===== config.mk =====
export PLATFORM = sky130hd
export DESIGN_NAME = ps2_key_controller
export DESIGN_NICKNAME = d
export VERILOG_FILES = /design/src/rtl/ps2_key_controller.sv
export SDC_FILE = /design/constraint.sdc
export NUM_CORES = 1
export LEC_CHECK = 0
export CORE_MARGIN = 5
export CORE_UTILIZATION = 45
export CTS_BUF_LIST = sky130_fd_sc_hd__clkbuf_16
export CTS_CLUSTER_SIZE = 40
export DETAILED_ROUTE_END_ITERATION = 7
export SLEW_MARGIN = 40
export SYNTH_ARGS = -nofsm -noshare
export SYNTH_HDL_FRONTEND = slang
export SYNTH_SLANG_ARGS = --single-unit

===== constraint.sdc =====
create_clock -name clk -period 2.1 [get_ports clk]
set_clock_uncertainty 0.05 [all_clocks]
set_input_delay 0.42 -clock clk [delete_from_list [all_inputs] [get_ports clk]]
set_output_delay 0.42 -clock clk [all_outputs]
set_load 0.01 [all_outputs]

===== src/rtl/ps2_key_controller.sv =====
// ps2_key_controller
//   Receives PS/2 keyboard frames (start, 8 data bits LSB-first, parity, stop),
//   folds the E0 (extended) and F0 (break) prefixes into flags, and queues one
//   {ext, brk, code} key event per completed key code in a small FIFO.
//
// Build option:
//   PS2_PARITY_CHECK_EN - when defined, frames must carry odd parity over the
//                         8 data bits plus the parity bit; when undefined the
//                         parity bit is received but ignored.
//
// Parameters:
//   TIMEOUT_CYCLES - clk cycles without a PS/2 falling edge that abort a frame
//   FIFO_DEPTH     - key-event entries held (power of 2, 2..16)
//
// Ports:
//   clk             in   system clock, rising edge
//   reset           in   synchronous active-high reset
//   PS2KeyboardClk  in   PS/2 clock pin (asynchronous)
//   PS2KeyboardData in   PS/2 data pin (asynchronous)
//   key_valid       out  FIFO head entry valid
//   key_ready       in   consumer accepts head entry
//   key_code        out  head entry scan code
//   key_break       out  head entry is a release
//   key_ext         out  head entry is extended
//   frame_err       out  one-cycle pulse per rejected / timed-out frame
//   fifo_overflow   out  sticky, an event was dropped on a full FIFO
module ps2_key_controller #(
    parameter int TIMEOUT_CYCLES = 5000,
    parameter int FIFO_DEPTH     = 4
) (
    input  logic       clk,
    input  logic       reset,
    input  logic       PS2KeyboardClk,
    input  logic       PS2KeyboardData,
    output logic       key_valid,
    input  logic       key_ready,
    output logic [7:0] key_code,
    output logic       key_break,
    output logic       key_ext,
    output logic       frame_err,
    output logic       fifo_overflow
);

    localparam int AW = (FIFO_DEPTH > 2) ? $clog2(FIFO_DEPTH) : 1;
    localparam int CW = AW + 1;
    localparam int GW = $clog2(TIMEOUT_CYCLES + 1);
    localparam logic [GW-1:0] GAP_LAST_C = GW'(TIMEOUT_CYCLES - 1);
    localparam logic [CW-1:0] DEPTH_C    = CW'(FIFO_DEPTH);
    localparam logic [7:0]    CODE_EXT_C = 8'hE0;
    localparam logic [7:0]    CODE_BRK_C = 8'hF0;

`ifdef PS2_PARITY_CHECK_EN
    localparam logic PARITY_EN_C = 1'b1;
`else
    localparam logic PARITY_EN_C = 1'b0;
`endif

    typedef enum logic [1:0] {
        ST_IDLE   = 2'd0,
        ST_DATA   = 2'd1,
        ST_PARITY = 2'd2,
        ST_STOP   = 2'd3
    } state_t;

    // Odd parity holds when data plus parity bit carry an odd number of ones.
    function automatic logic odd_parity_ok(input logic [7:0] data, input logic par);
        return ^{data, par};
    endfunction

    // synchronizer / edge detect
    logic ps2c_meta_r, ps2c_sync_r, ps2c_prev_r;
    logic ps2d_meta_r, ps2d_sync_r, ps2d_dly_r;
    logic fall_r;

    // frame receiver
    state_t          state_r;
    logic [2:0]      bit_idx_r;
    logic [7:0]      shift_r;
    logic            parity_r;
    logic [GW-1:0]   gap_cnt_r;
    logic            ext_r;
    logic            brk_r;
    logic            frame_err_r;
    logic            push_r;
    logic [9:0]      push_data_r;
    logic            parity_ok_s;

    // event FIFO
    logic [9:0]      mem_r [FIFO_DEPTH];
    logic [AW-1:0]   wr_ptr_r;
    logic [AW-1:0]   rd_ptr_r;
    logic [CW-1:0]   count_r;
    logic            overflow_r;
    logic            pop_s;
    logic            full_s;
    logic            wr_en_s;
    logic [9:0]      head_s;

    assign parity_ok_s = ~PARITY_EN_C | odd_parity_ok(shift_r, parity_r);

    // Two-flop synchronizers; data is delayed one extra stage so it lines up with fall_r.
    always_ff @(posedge clk) begin
        if (reset) begin
            ps2c_meta_r <= 1'b1;
            ps2c_sync_r <= 1'b1;
            ps2c_prev_r <= 1'b1;
            ps2d_meta_r <= 1'b1;
            ps2d_sync_r <= 1'b1;
            ps2d_dly_r  <= 1'b1;
            fall_r      <= 1'b0;
        end else begin
            ps2c_meta_r <= PS2KeyboardClk;
            ps2c_sync_r <= ps2c_meta_r;
            ps2c_prev_r <= ps2c_sync_r;
            ps2d_meta_r <= PS2KeyboardData;
            ps2d_sync_r <= ps2d_meta_r;
            ps2d_dly_r  <= ps2d_sync_r;
            fall_r      <= ps2c_prev_r & ~ps2c_sync_r;
        end
    end

    // Frame FSM: bit collection, prefix flags, gap timeout and push request.
    always_ff @(posedge clk) begin
        if (reset) begin
            state_r     <= ST_IDLE;
            bit_idx_r   <= 3'd0;
            shift_r     <= 8'h00;
            parity_r    <= 1'b0;
            gap_cnt_r   <= '0;
            ext_r       <= 1'b0;
            brk_r       <= 1'b0;
            frame_err_r <= 1'b0;
            push_r      <= 1'b0;
            push_data_r <= 10'h000;
        end else begin
            frame_err_r <= 1'b0;
            push_r      <= 1'b0;
            if (fall_r) begin
                gap_cnt_r <= '0;
                case (state_r)
                    ST_IDLE: begin
                        // A high data line at a fall is not a start bit; ignore it silently.
                        if (!ps2d_dly_r) begin
                            state_r   <= ST_DATA;
                            bit_idx_r <= 3'd0;
                        end else begin
                            state_r <= ST_IDLE;
                        end
                    end
                    ST_DATA: begin
                        shift_r <= {ps2d_dly_r, shift_r[7:1]};
                        if (bit_idx_r == 3'd7) begin
                            state_r <= ST_PARITY;
                        end else begin
                            bit_idx_r <= bit_idx_r + 3'd1;
                        end
                    end
                    ST_PARITY: begin
                        parity_r <= ps2d_dly_r;
                        state_r  <= ST_STOP;
                    end
                    ST_STOP: begin
                        state_r <= ST_IDLE;
                        if (ps2d_dly_r && parity_ok_s) begin
                            if (shift_r == CODE_EXT_C) begin
                                ext_r <= 1'b1;
                            end else if (shift_r == CODE_BRK_C) begin
                                brk_r <= 1'b1;
                            end else begin
                                push_r      <= 1'b1;
                                push_data_r <= {ext_r, brk_r, shift_r};
                                ext_r       <= 1'b0;
                                brk_r       <= 1'b0;
                            end
                        end else begin
                            frame_err_r <= 1'b1;
                            ext_r       <= 1'b0;
                            brk_r       <= 1'b0;
                        end
                    end
                    default: begin
                        state_r <= ST_IDLE;
                    end
                endcase
            end else if (state_r != ST_IDLE) begin
                // The keyboard went quiet mid-frame: abandon the partial byte.
                if (gap_cnt_r == GAP_LAST_C) begin
                    state_r     <= ST_IDLE;
                    gap_cnt_r   <= '0;
                    bit_idx_r   <= 3'd0;
                    shift_r     <= 8'h00;
                    frame_err_r <= 1'b1;
                    ext_r       <= 1'b0;
                    brk_r       <= 1'b0;
                end else begin
                    gap_cnt_r <= gap_cnt_r + GW'(1);
                end
            end else begin
                gap_cnt_r <= '0;
            end
        end
    end

    assign pop_s   = (count_r != '0) & key_ready;
    assign full_s  = (count_r == DEPTH_C);
    // A push into a full FIFO still lands when the head leaves in the same cycle.
    assign wr_en_s = push_r & (~full_s | pop_s);

    // FIFO storage; contents need no reset because outputs are gated by key_valid.
    always_ff @(posedge clk) begin
        if (wr_en_s) begin
            mem_r[wr_ptr_r] <= push_data_r;
        end else begin
            mem_r[wr_ptr_r] <= mem_r[wr_ptr_r];
        end
    end

    // FIFO pointers, occupancy and sticky overflow flag.
    always_ff @(posedge clk) begin
        if (reset) begin
            wr_ptr_r   <= '0;
            rd_ptr_r   <= '0;
            count_r    <= '0;
            overflow_r <= 1'b0;
        end else begin
            if (wr_en_s) begin
                wr_ptr_r <= wr_ptr_r + AW'(1);
            end else begin
                wr_ptr_r <= wr_ptr_r;
            end
            if (pop_s) begin
                rd_ptr_r <= rd_ptr_r + AW'(1);
            end else begin
                rd_ptr_r <= rd_ptr_r;
            end
            case ({wr_en_s, pop_s})
                2'b10:   count_r <= count_r + CW'(1);
                2'b01:   count_r <= count_r - CW'(1);
                default: count_r <= count_r;
            endcase
            if (push_r && full_s && !pop_s) begin
                overflow_r <= 1'b1;
            end else begin
                overflow_r <= overflow_r;
            end
        end
    end

    assign head_s        = mem_r[rd_ptr_r];
    assign key_valid     = (count_r != '0);
    assign key_code      = key_valid ? head_s[7:0] : 8'h00;
    assign key_break     = key_valid & head_s[8];
    assign key_ext       = key_valid & head_s[9];
    assign frame_err     = frame_err_r;
    assign fifo_overflow = overflow_r;

endmodule


; ---- Word-level counts from Yosys, hierarchy flattened
; Memories as Yosys holds them, arrays and structs flattened. A register that Yosys moved wholly into a read port is not among the register bits.
; Cells that the tools add are included.
[totals]
ram_bits = 40
regBits = 55
mem_bits_ro = 0
n_memories = 1
word_cells = 121
latch_bits = 0
input_bits = 5
[memory_table]
columns = memory, words, width, rd, rd_ports_with_merged_regs, write_ports, line_no
row1 = mem_r, 4, 10, 1, 1, 1, 89  ; logic [9:0] mem_r [FIFO_DEPTH];
[op_classes]
n_bitwise = 15
n_lt_le_gt_ge = 0
n_addsub = 6
n_div = 0
eq_ne = 19
n_reduce_logical = 18
multipliers = 0
muxes = 42
n_shift = 0
[ops]
columns = cell, n
row1 = 2-to-1 mux 8 bit, 5
row2 = 2-to-1 mux 1 bit, 22
row3 = "equality test 8 bit, second input constant", 2
row4 = 2-to-1 mux 3 bit, 5
row5 = "adder 13 x 1 -> 13 bit, second input constant", 1
row6 = "equality test 13 bit, second input constant", 1
row7 = 2-to-1 mux 2 bit, 6
row8 = "!= test 3 bit, second input constant", 4
row9 = one-hot mux 3 bit (2 select lines), 2
row10 = 2-to-1 mux 10 bit, 1
row11 = AND reduction 5 bit, 2
row12 = NOT 1 bit, 8
row13 = one-hot mux 2 bit (4 select lines), 1
row14 = AND reduction 4 bit, 2
row15 = nonzero test 2 bit, 4
row16 = "adder 3 x 1 -> 3 bit, second input constant", 2
row17 = "equality test 2 bit, second input constant", 3
row18 = "equality test 3 bit, second input constant", 2
row19 = AND reduction 3 bit, 2
row20 = bitwise AND 1 bit, 5
row21 = OR reduction 5 bit, 1
row22 = "adder 2 x 1 -> 2 bit, second input constant", 2
row23 = "equality test 2 x 1 -> 1 bit, second input constant", 2
row24 = "!= test 2 x 1 -> 1 bit, second input constant", 2
row25 = 11 further kinds, 13

; ---- Longest topological paths before layout
; Gate-level depths: netlist of run 1.
[depth]
word_depth = 7
depth_mapped = 7
depth_no_buf = 7

; ---- Least setup slack after synthesis of run 1
; Ideal clock, no wire load.
[synth_timing]
path_type = input to register
start = in key_ready
end = reg count_r[2]
path_stages = 7
required_ps = 1927
path_buffers = 0
t_arrival_ps = 1714
setup_ps = 123
slack_ps = 213
path_cell_list = o31ai_1 > or2_1 > fa_1 > inv_1 > nor3_1 > a31oi_1 > mux2_1
[synth_via]
elab_chain_len = 5
elab_cells_between_ends = 7
[synth_rtl]
columns = item, line_no
row1 = start: declaration, 36  ; input logic key_ready,
row2 = bitwise AND 1 bit *, 204  ; assign pop_s = (count_r != '0) & key_ready;
row3 = bitwise OR 1 bit, 207  ; assign wr_en_s = push_r & (~full_s | pop_s);
row4 = bitwise AND 1 bit, 207
row5 = equality test 2 x 1 -> 1 bit / equality test 2 bit (equally long branches), 236  ; case ({wr_en_s, pop_s})
row6 = one-hot mux 3 bit (2 select lines) / nonzero test 2 bit (equally long branches), n/a
row7 = end signal: assignment, 237  ; 2'b10: count_r <= count_r + CW'(1);
row8 = end signal: assignment, 238  ; 2'b01: count_r <= count_r - CW'(1);
row9 = end signal: assignment, 239  ; default: count_r <= count_r;
row10 = end: declaration, 92  ; logic [CW-1:0] count_r;
; Every way passes the cells marked *; elsewhere a longest branch is shown, timed or not.
; A chain may end at the register's enable or synchronous reset.

==> impl_metrics.py, run 1 <==
metrics = {
    "cells_and_area": {
        "drive_gt1_share_pct": 20.9,
        "nets": 386,
        "area_growth_pct": 20.4,
        "layout_common_cells": "56 x dfxtp_1, 43 x nor2_1, 40 x edfxtp_1, 17 x nand3_1",
        "final_common_cell": "dfxtp_1",
        "diodes": 0,
        "fillers": 747,
    },
    "clock_network": {
        "htree_levels": 3,
        "ctsHoldBuffers": 0,
        "clockBufferDepth": 2,
        "clk_pin_slew_ps": 70,
        "cts_root_buf": "clkbuf_16",
        "cts_tree": "yes",
        "clkSinkCount": 97,
        "cts_made_buffers": 9,
        "clock_latency_ps": 340,
    },
    "synth": {
        "syn_area_sq_um": 3940,
        "synth-edff-count": 40,
        "ys.flop_type": "dfxtp_1",
        "syn_nets": 347,
        "ys_ff_latch": 97,
        "syn_area_per_cell_sq_um": 11.9,
        "synth_top_area_share_pct": 30.5,
        "synth-async-reset-ratio_pct": 0,
        "ys_types": 46,
        "synth_area_leaders": "edfxtp_1 30%, dfxtp_1 29%, mux4_2 5.7%",
        "syn_inst": 330,
        "ys_seq_area_share_pct": 59.4,
        "yosysTopAreaCell": "edfxtp_1",
        "ys.warnings.count": 0,
    },
    "power": {
        "powerDensity_nw_per_um2": 942,
        "p_sw_mw": 1.10,
        "power_frac_clock_pct": 33.8,
        "power_frac_seq_pct": 45.2,
        "share_comb_of_total_power_pct": 21.1,
        "leakagePower_nw": 1.70,
        "power.total_mw": 4.47,
        "swShare_pct": 24.7,
        "ir_drop_uv": 587,
        "internal-power_mw": 3.37,
    },
    "route": {
        "ant_nets": 0,
        "vias": 2423,
        "dr.first_iter.drc_count": 80,
        "viasPerCell": 5.03,
        "remaining_drc_errors": 0,
        "routed_wl_um": 6590,
        "detail_route.wl_per_cell_um": 13.7,
        "drt_pass1_iterations": 4,
    },
    "run_status": {
        "violations": "setup timing",
        "outcome": "finished with violations",
    },
    "place": {
        "pre_cts_ws_ps": -268,
        "dpl.hpwl_um": 4440,
        "gp_congestion": 0.707,
        "port_buffers": 17,
    },
    "grt": {
        "antenna_found_initial": 0,
        "grt-ovfl-total": 0,
        "grt_max_degree": 30,
        "grt_usage_pct": 12.9,
        "grt_pass1_vias": 2381,
        "grt_first_pass_wirelength_um": 11300,
    },
    "min_path": {
        "holdPathEnd": "ps2c_sync_r",
        "hp-start": "ps2c_meta_r",
        "holdPathStages": 1,
        "hold_path_class": "flop to flop",
    },
    "floorplan": {
        "io_pins": 18,
        "die_w_um": 104,
        "rows": 34,
        "start_util_pct": 45.6,
        "fp.dieH_um": 104,
        "die_area_sq_um": 10700,
        "design.core.area_sq_um": 8640,
    },
    "timing": {
        "hold_violations": 0,
        "max_freq_mhz": 468,
        "setup-violations-final": 10,
        "period_needed_ps": 2140,
        "timing.slew.headroom_pct": 69.7,
        "maxSlewViolCount": 0,
        "grt_setup_unrepaired": "true",
        "period_share_pct": 102,
        "worst_pin_slew_ps": 454,
        "worst_slack_ps": -36.1,
    },
    "worst_setup_path": {
        "critPathLaunchType": "flop",
        "r2r_slack_ps": 130,
        "critPathArrivalTime_ps": 1670,
        "required_ps": 1630,
        "endpoint_kind": "primary output",
        "r2r-end": "ext_r",
        "worstPathMaxFanout": 7,
        "reg2reg_from": "gap_cnt_r[4]",
        "reg2reg_depth": 4,
        "worstSetupPathType": "flop to primary output",
    },
    "run": {
        "maxCapViolCount": 0,
    },
}
-- stage by stage --
step / std cells / hold WS (ps) / area [sq um] / setup TNS (ps) / util [%]
floorplan: 330 / 339 / 3940 / 0 / -
global placement: 459 / 342 / 4390 / -2470 / 50.9
detailed placement: 459 / 343 / 4390 / -4860 / 50.9
CTS: 482 / 358 / 4720 / -462 / 54.6
global route: 482 / 380 / 4740 / -825 / 54.9
finish: 482 / 357 / 4740 / -224 / 54.9
-- power by group through the flow --
stage          clock network (mW)  logic (mW)  registers, mW
4_1_cts                      1.55       0.921           2.02
3_3_place_gp                    0       0.806           2.06
6_report                     1.51       0.943           2.02
2_1_floorplan                   0       0.444           2.05
5_1_grt                      1.64        1.04           2.02
3_5_place_dp                    0       0.818           2.06
-- cell type report --
class | instances | area (sq um) | area share, %
Sequential cell | 97 | 2340 | 49.4
Multi-Input combinational cell | 206 | 1510 | 31.7
Timing Repair Buffer | 42 | 432 | 9.10
Clock buffer | 9 | 225 | 4.75
Tap cell | 108 | 135 | 2.85
Clock inverter | 7 | 55.1 | 1.16
Inverter | 13 | 48.8 | 1.03
-- Yosys cell counts (2+ instances only) --
cell       n
mux4_2    10
nor3_1     7
or2_2      6
ha_1      11
nor4_1     2
nand4b_1   3
dfxtp_1   57
nand2b_1   2
a21oi_1   14
and2_1    16
nand4_1    5
or3_1      2
buf_2      3
inv_1     13
o32ai_1    2
clkbuf_1   9
mux2i_1    9
nor2_1    43
a31oi_1    3
edfxtp_1  40
nor2b_1    3
nand3_1   17
nand3b_1   2
nand2_1   15
xor2_1     8
xnor2_1    6
and4_1     2
mux2_1     2
-- metal layers --
metal | routed length (um) | GRT usage [%]
met1 | 3320 | 17.3
met2 | 2920 | 19.2
met3 | 203 | 3.61
met4 | 146 | 6.19
met5 | 0 | 0
-- how the worst max path moves through the flow --
stage               startpoint           to  slack (ps)  cells past startpoint
floorplan            key_ready   count_r[2]         210                      7
global route              flop  key_code[1]         -90                      5
finish                    flop  key_code[1]         -40                      5
global placement     key_ready   count_r[2]        -240                      8
detailed placement   key_ready   count_r[2]        -270                      8
CTS                       flop  key_code[1]         -60                      5
-- sequential cells by signal, summed over array words and instances (netlist names), 3 cells and up, named ones only --
name,cells
shift_r,8
mem_r,40
push_data_r,10
bit_idx_r,3
count_r,3
gap_cnt_r,13
-- kinds of logic after synthesis --
family	share of synthesized area, %
compound gates	4.03
xor+xnor	3.11
fa+ha+maj	4.00
buf+inv	2.86
flops	59.4
mux	8.86
simple gates	17.7
-- worst max-delay path, stage by stage (launching register included) --
cell and delay, ps:
dfxtp_2 350, buf_12 120, buf_8 100, mux4_2 480, and2_1 150, buf_2 130
-- repair_timing --
item	4_1_cts	5_1_grt
gates resized for setup	51	7
endpoints found under the setup margin	11	12
setup buffers	7	0
pin swaps	8	3
Power figures use the tool's default switching activity.
==> run 2: changes to the inputs <==
--- a/config.mk
+++ b/config.mk
@@ -5,6 +5,7 @@
 export SDC_FILE = /design/constraint.sdc
 export NUM_CORES = 1
 export LEC_CHECK = 0
+export CAP_MARGIN = 30
 export CORE_MARGIN = 5
 export CORE_UTILIZATION = 45
 export CTS_BUF_LIST = sky130_fd_sc_hd__clkbuf_16
==> constraint.sdc (replaced) <==
create_clock -name clk -period 1.85 [get_ports clk]
set_clock_uncertainty 0.05 [all_clocks]
set_input_delay 0.37 -clock clk [delete_from_list [all_inputs] [get_ports clk]]
set_output_delay 0.37 -clock clk [all_outputs]
set_load 0.01 [all_outputs]
==> impl_metrics.py, run 2 (synthesized netlist as in run 1, its figures left out) <==
metrics = {
    "worst_setup_path": {
        "required_ps": 1430,
        "critPathLaunchType": "flop",
        "r2r-end": "count_r[2]",
        "endpoint_kind": "primary output",
        "worstPathMaxFanout": 5,
        "worstSetupPathType": "flop to primary output",
        "reg2reg_depth": 8,
        "r2r_slack_ps": -10,
        "critPathArrivalTime_ps": 1620,
        "reg2reg_from": "count_r[0]",
    },
    "route": {
        "viasPerCell": 5.07,
        "ant_nets": 0,
        "vias": 2495,
        "remaining_drc_errors": 0,
        "dr.first_iter.drc_count": 62,
        "drt_pass1_iterations": 4,
        "routed_wl_um": 6850,
        "detail_route.wl_per_cell_um": 13.9,
    },
    "floorplan": {
        "die_area_sq_um": 10700,
        "rows": 34,
        "die_w_um": 104,
        "start_util_pct": 45.6,
        "fp.dieH_um": 104,
        "design.core.area_sq_um": 8640,
        "io_pins": 18,
    },
    "timing": {
        "tns_ps": -1730,
        "period_share_pct": 110,
        "worst_slack_ps": -190,
        "setup-violations-final": 11,
        "hold_violations": 0,
        "max_freq_mhz": 490,
        "period_needed_ps": 2040,
        "maxSlewViolCount": 0,
        "worst_pin_slew_ps": 690,
        "grt_setup_unrepaired": "true",
        "timing.slew.headroom_pct": 53.6,
    },
    "grt": {
        "antenna_found_initial": 0,
        "grt_pass1_vias": 2480,
        "grt_max_degree": 26,
        "grt_first_pass_wirelength_um": 11800,
        "grt-ovfl-total": 0,
        "grt_usage_pct": 13.5,
    },
    "cells_and_area": {
        "nets": 396,
        "area_growth_pct": 23.7,
        "final_common_cell": "dfxtp_1",
        "reg_top3": "mem_r x40, gap_cnt_r x13, push_data_r x10",
        "fin_util_pct": 56.4,
        "largest_reg_flops": 40,
        "multi_input_comb_area_sq_um": 1580,
        "fillers": 751,
        "diodes": 0,
        "drive_gt1_share_pct": 27.3,
        "seqCellArea_sq_um": 2350,
        "top_register": "mem_r",
        "layout_common_cells": "52 x dfxtp_1, 43 x nor2_1, 40 x edfxtp_1, 28 x buf_4, 15 x nand2_1",
    },
    "clock_network": {
        "clkSinkCount": 97,
        "cts_tree": "yes",
        "htree_levels": 3,
        "clockBufferDepth": 2,
        "cts_root_buf": "clkbuf_16",
        "cts_made_buffers": 9,
        "ctsHoldBuffers": 0,
        "clk_pin_slew_ps": 60,
        "clock_latency_ps": 340,
    },
    "power": {
        "leakagePower_nw": 1.77,
        "power.total_mw": 5.12,
        "powerDensity_nw_per_um2": 1050,
        "ir_drop_uv": 537,
    },
    "min_path": {
        "holdPathStages": 2,
        "holdPathEnd": "fall_r",
        "hp-start": "ps2c_prev_r",
        "hold_path_class": "flop to flop",
    },
    "place": {
        "port_buffers": 17,
        "gp_congestion": 0.781,
        "dpl.hpwl_um": 4480,
    },
    "run_status": {
        "violations": "setup timing",
        "outcome": "finished with violations",
    },
    "run": {
        "maxCapViolCount": 0,
    },
}
[run 2: cell types whose count changed in the layout (fill, tap and decap cells not counted), sizes merged]
cell	delta
or4b	+1
buf	+9
clkinv	+1
clkinvlp	-3
dlygate4sd2	+1
dlymetal6s2s	-1
inv	+1
bufinv	+1
[run 2: worst max-delay path by stage]
stage / startpoint / to / slack [ps] / depth (start not counted)
after floorplan: gap_cnt_r[3] / shift_r[5] / 20 / 5
after CTS: flop / key_code[4] / -230 / 4
after detailed placement: key_ready / count_r[2] / -530 / 8
after global placement: key_ready / count_r[2] / -480 / 8
after global routing: flop / key_break / -260 / 4
final: flop / key_break / -190 / 4
[run 2: per-layer routing]
| layer | vias to the layer above | wire, um | global-route usage [%] |
|---|---|---|---|
| met5 | - | 0 | 0 |
| met3 | 8 | 236 | 4.42 |
| li1 | 1275 | - | - |
| met1 | 1180 | 3200 | 16.5 |
| met2 | 32 | 3310 | 21.9 |
| met4 | 0 | 96 | 5.72 |
[run 2: critical path, cell delays in order, from the launching register on]
cell,delay (ps)
dfxtp_4,390
buf_12,130
mux4_2,500
and2_1,140
buf_2,130
[run 2: final cells by class]
| cell class | instances | share of cell area, % |
|---|---|---|
| Tap cell | 108 | 2.77 |
| Inverter | 13 | 1.00 |
| Timing Repair Buffer | 51 | 9.63 |
| Clock inverter | 7 | 1.34 |
| Multi-Input combinational cell | 207 | 32.4 |
| Sequential cell | 97 | 48.2 |
| Clock buffer | 9 | 4.62 |
[run 2: metrics by stage]
| step | area (sq um) | cells | hold WS [ps] | setup WS (ps) |
|---|---|---|---|---|
| final | 4870 | 492 | 356 | -190 |
| after global routing | 4870 | 492 | 366 | -258 |
| after CTS | 4800 | 492 | 358 | -228 |
| after detailed placement | 4480 | 473 | 342 | -534 |
| after global placement | 4480 | 473 | 343 | -478 |
| after floorplan | 3950 | 330 | 339 | 19.3 |
[run 2: report_power, final]
| group | internal [mW] | total (mW) | switching, mW |
|---|---|---|---|
| Combinational | 0.609 | 1.00 | 0.391 |
| Clock | 1.04 | 1.80 | 0.758 |
| Sequential | 2.27 | 2.32 | 0.0563 |
| Total | 3.91 | 5.12 | 1.21 |
[run 2: what timing repair did]
| action | CTS | global route |
|---|---|---|
| gates resized for setup | 54 | 20 |
| endpoints found under the setup margin | 46 | 51 |
| setup buffers | 2 | 0 |
| pin swaps | 12 | 4 |
| gates cloned | 2 | 0 |
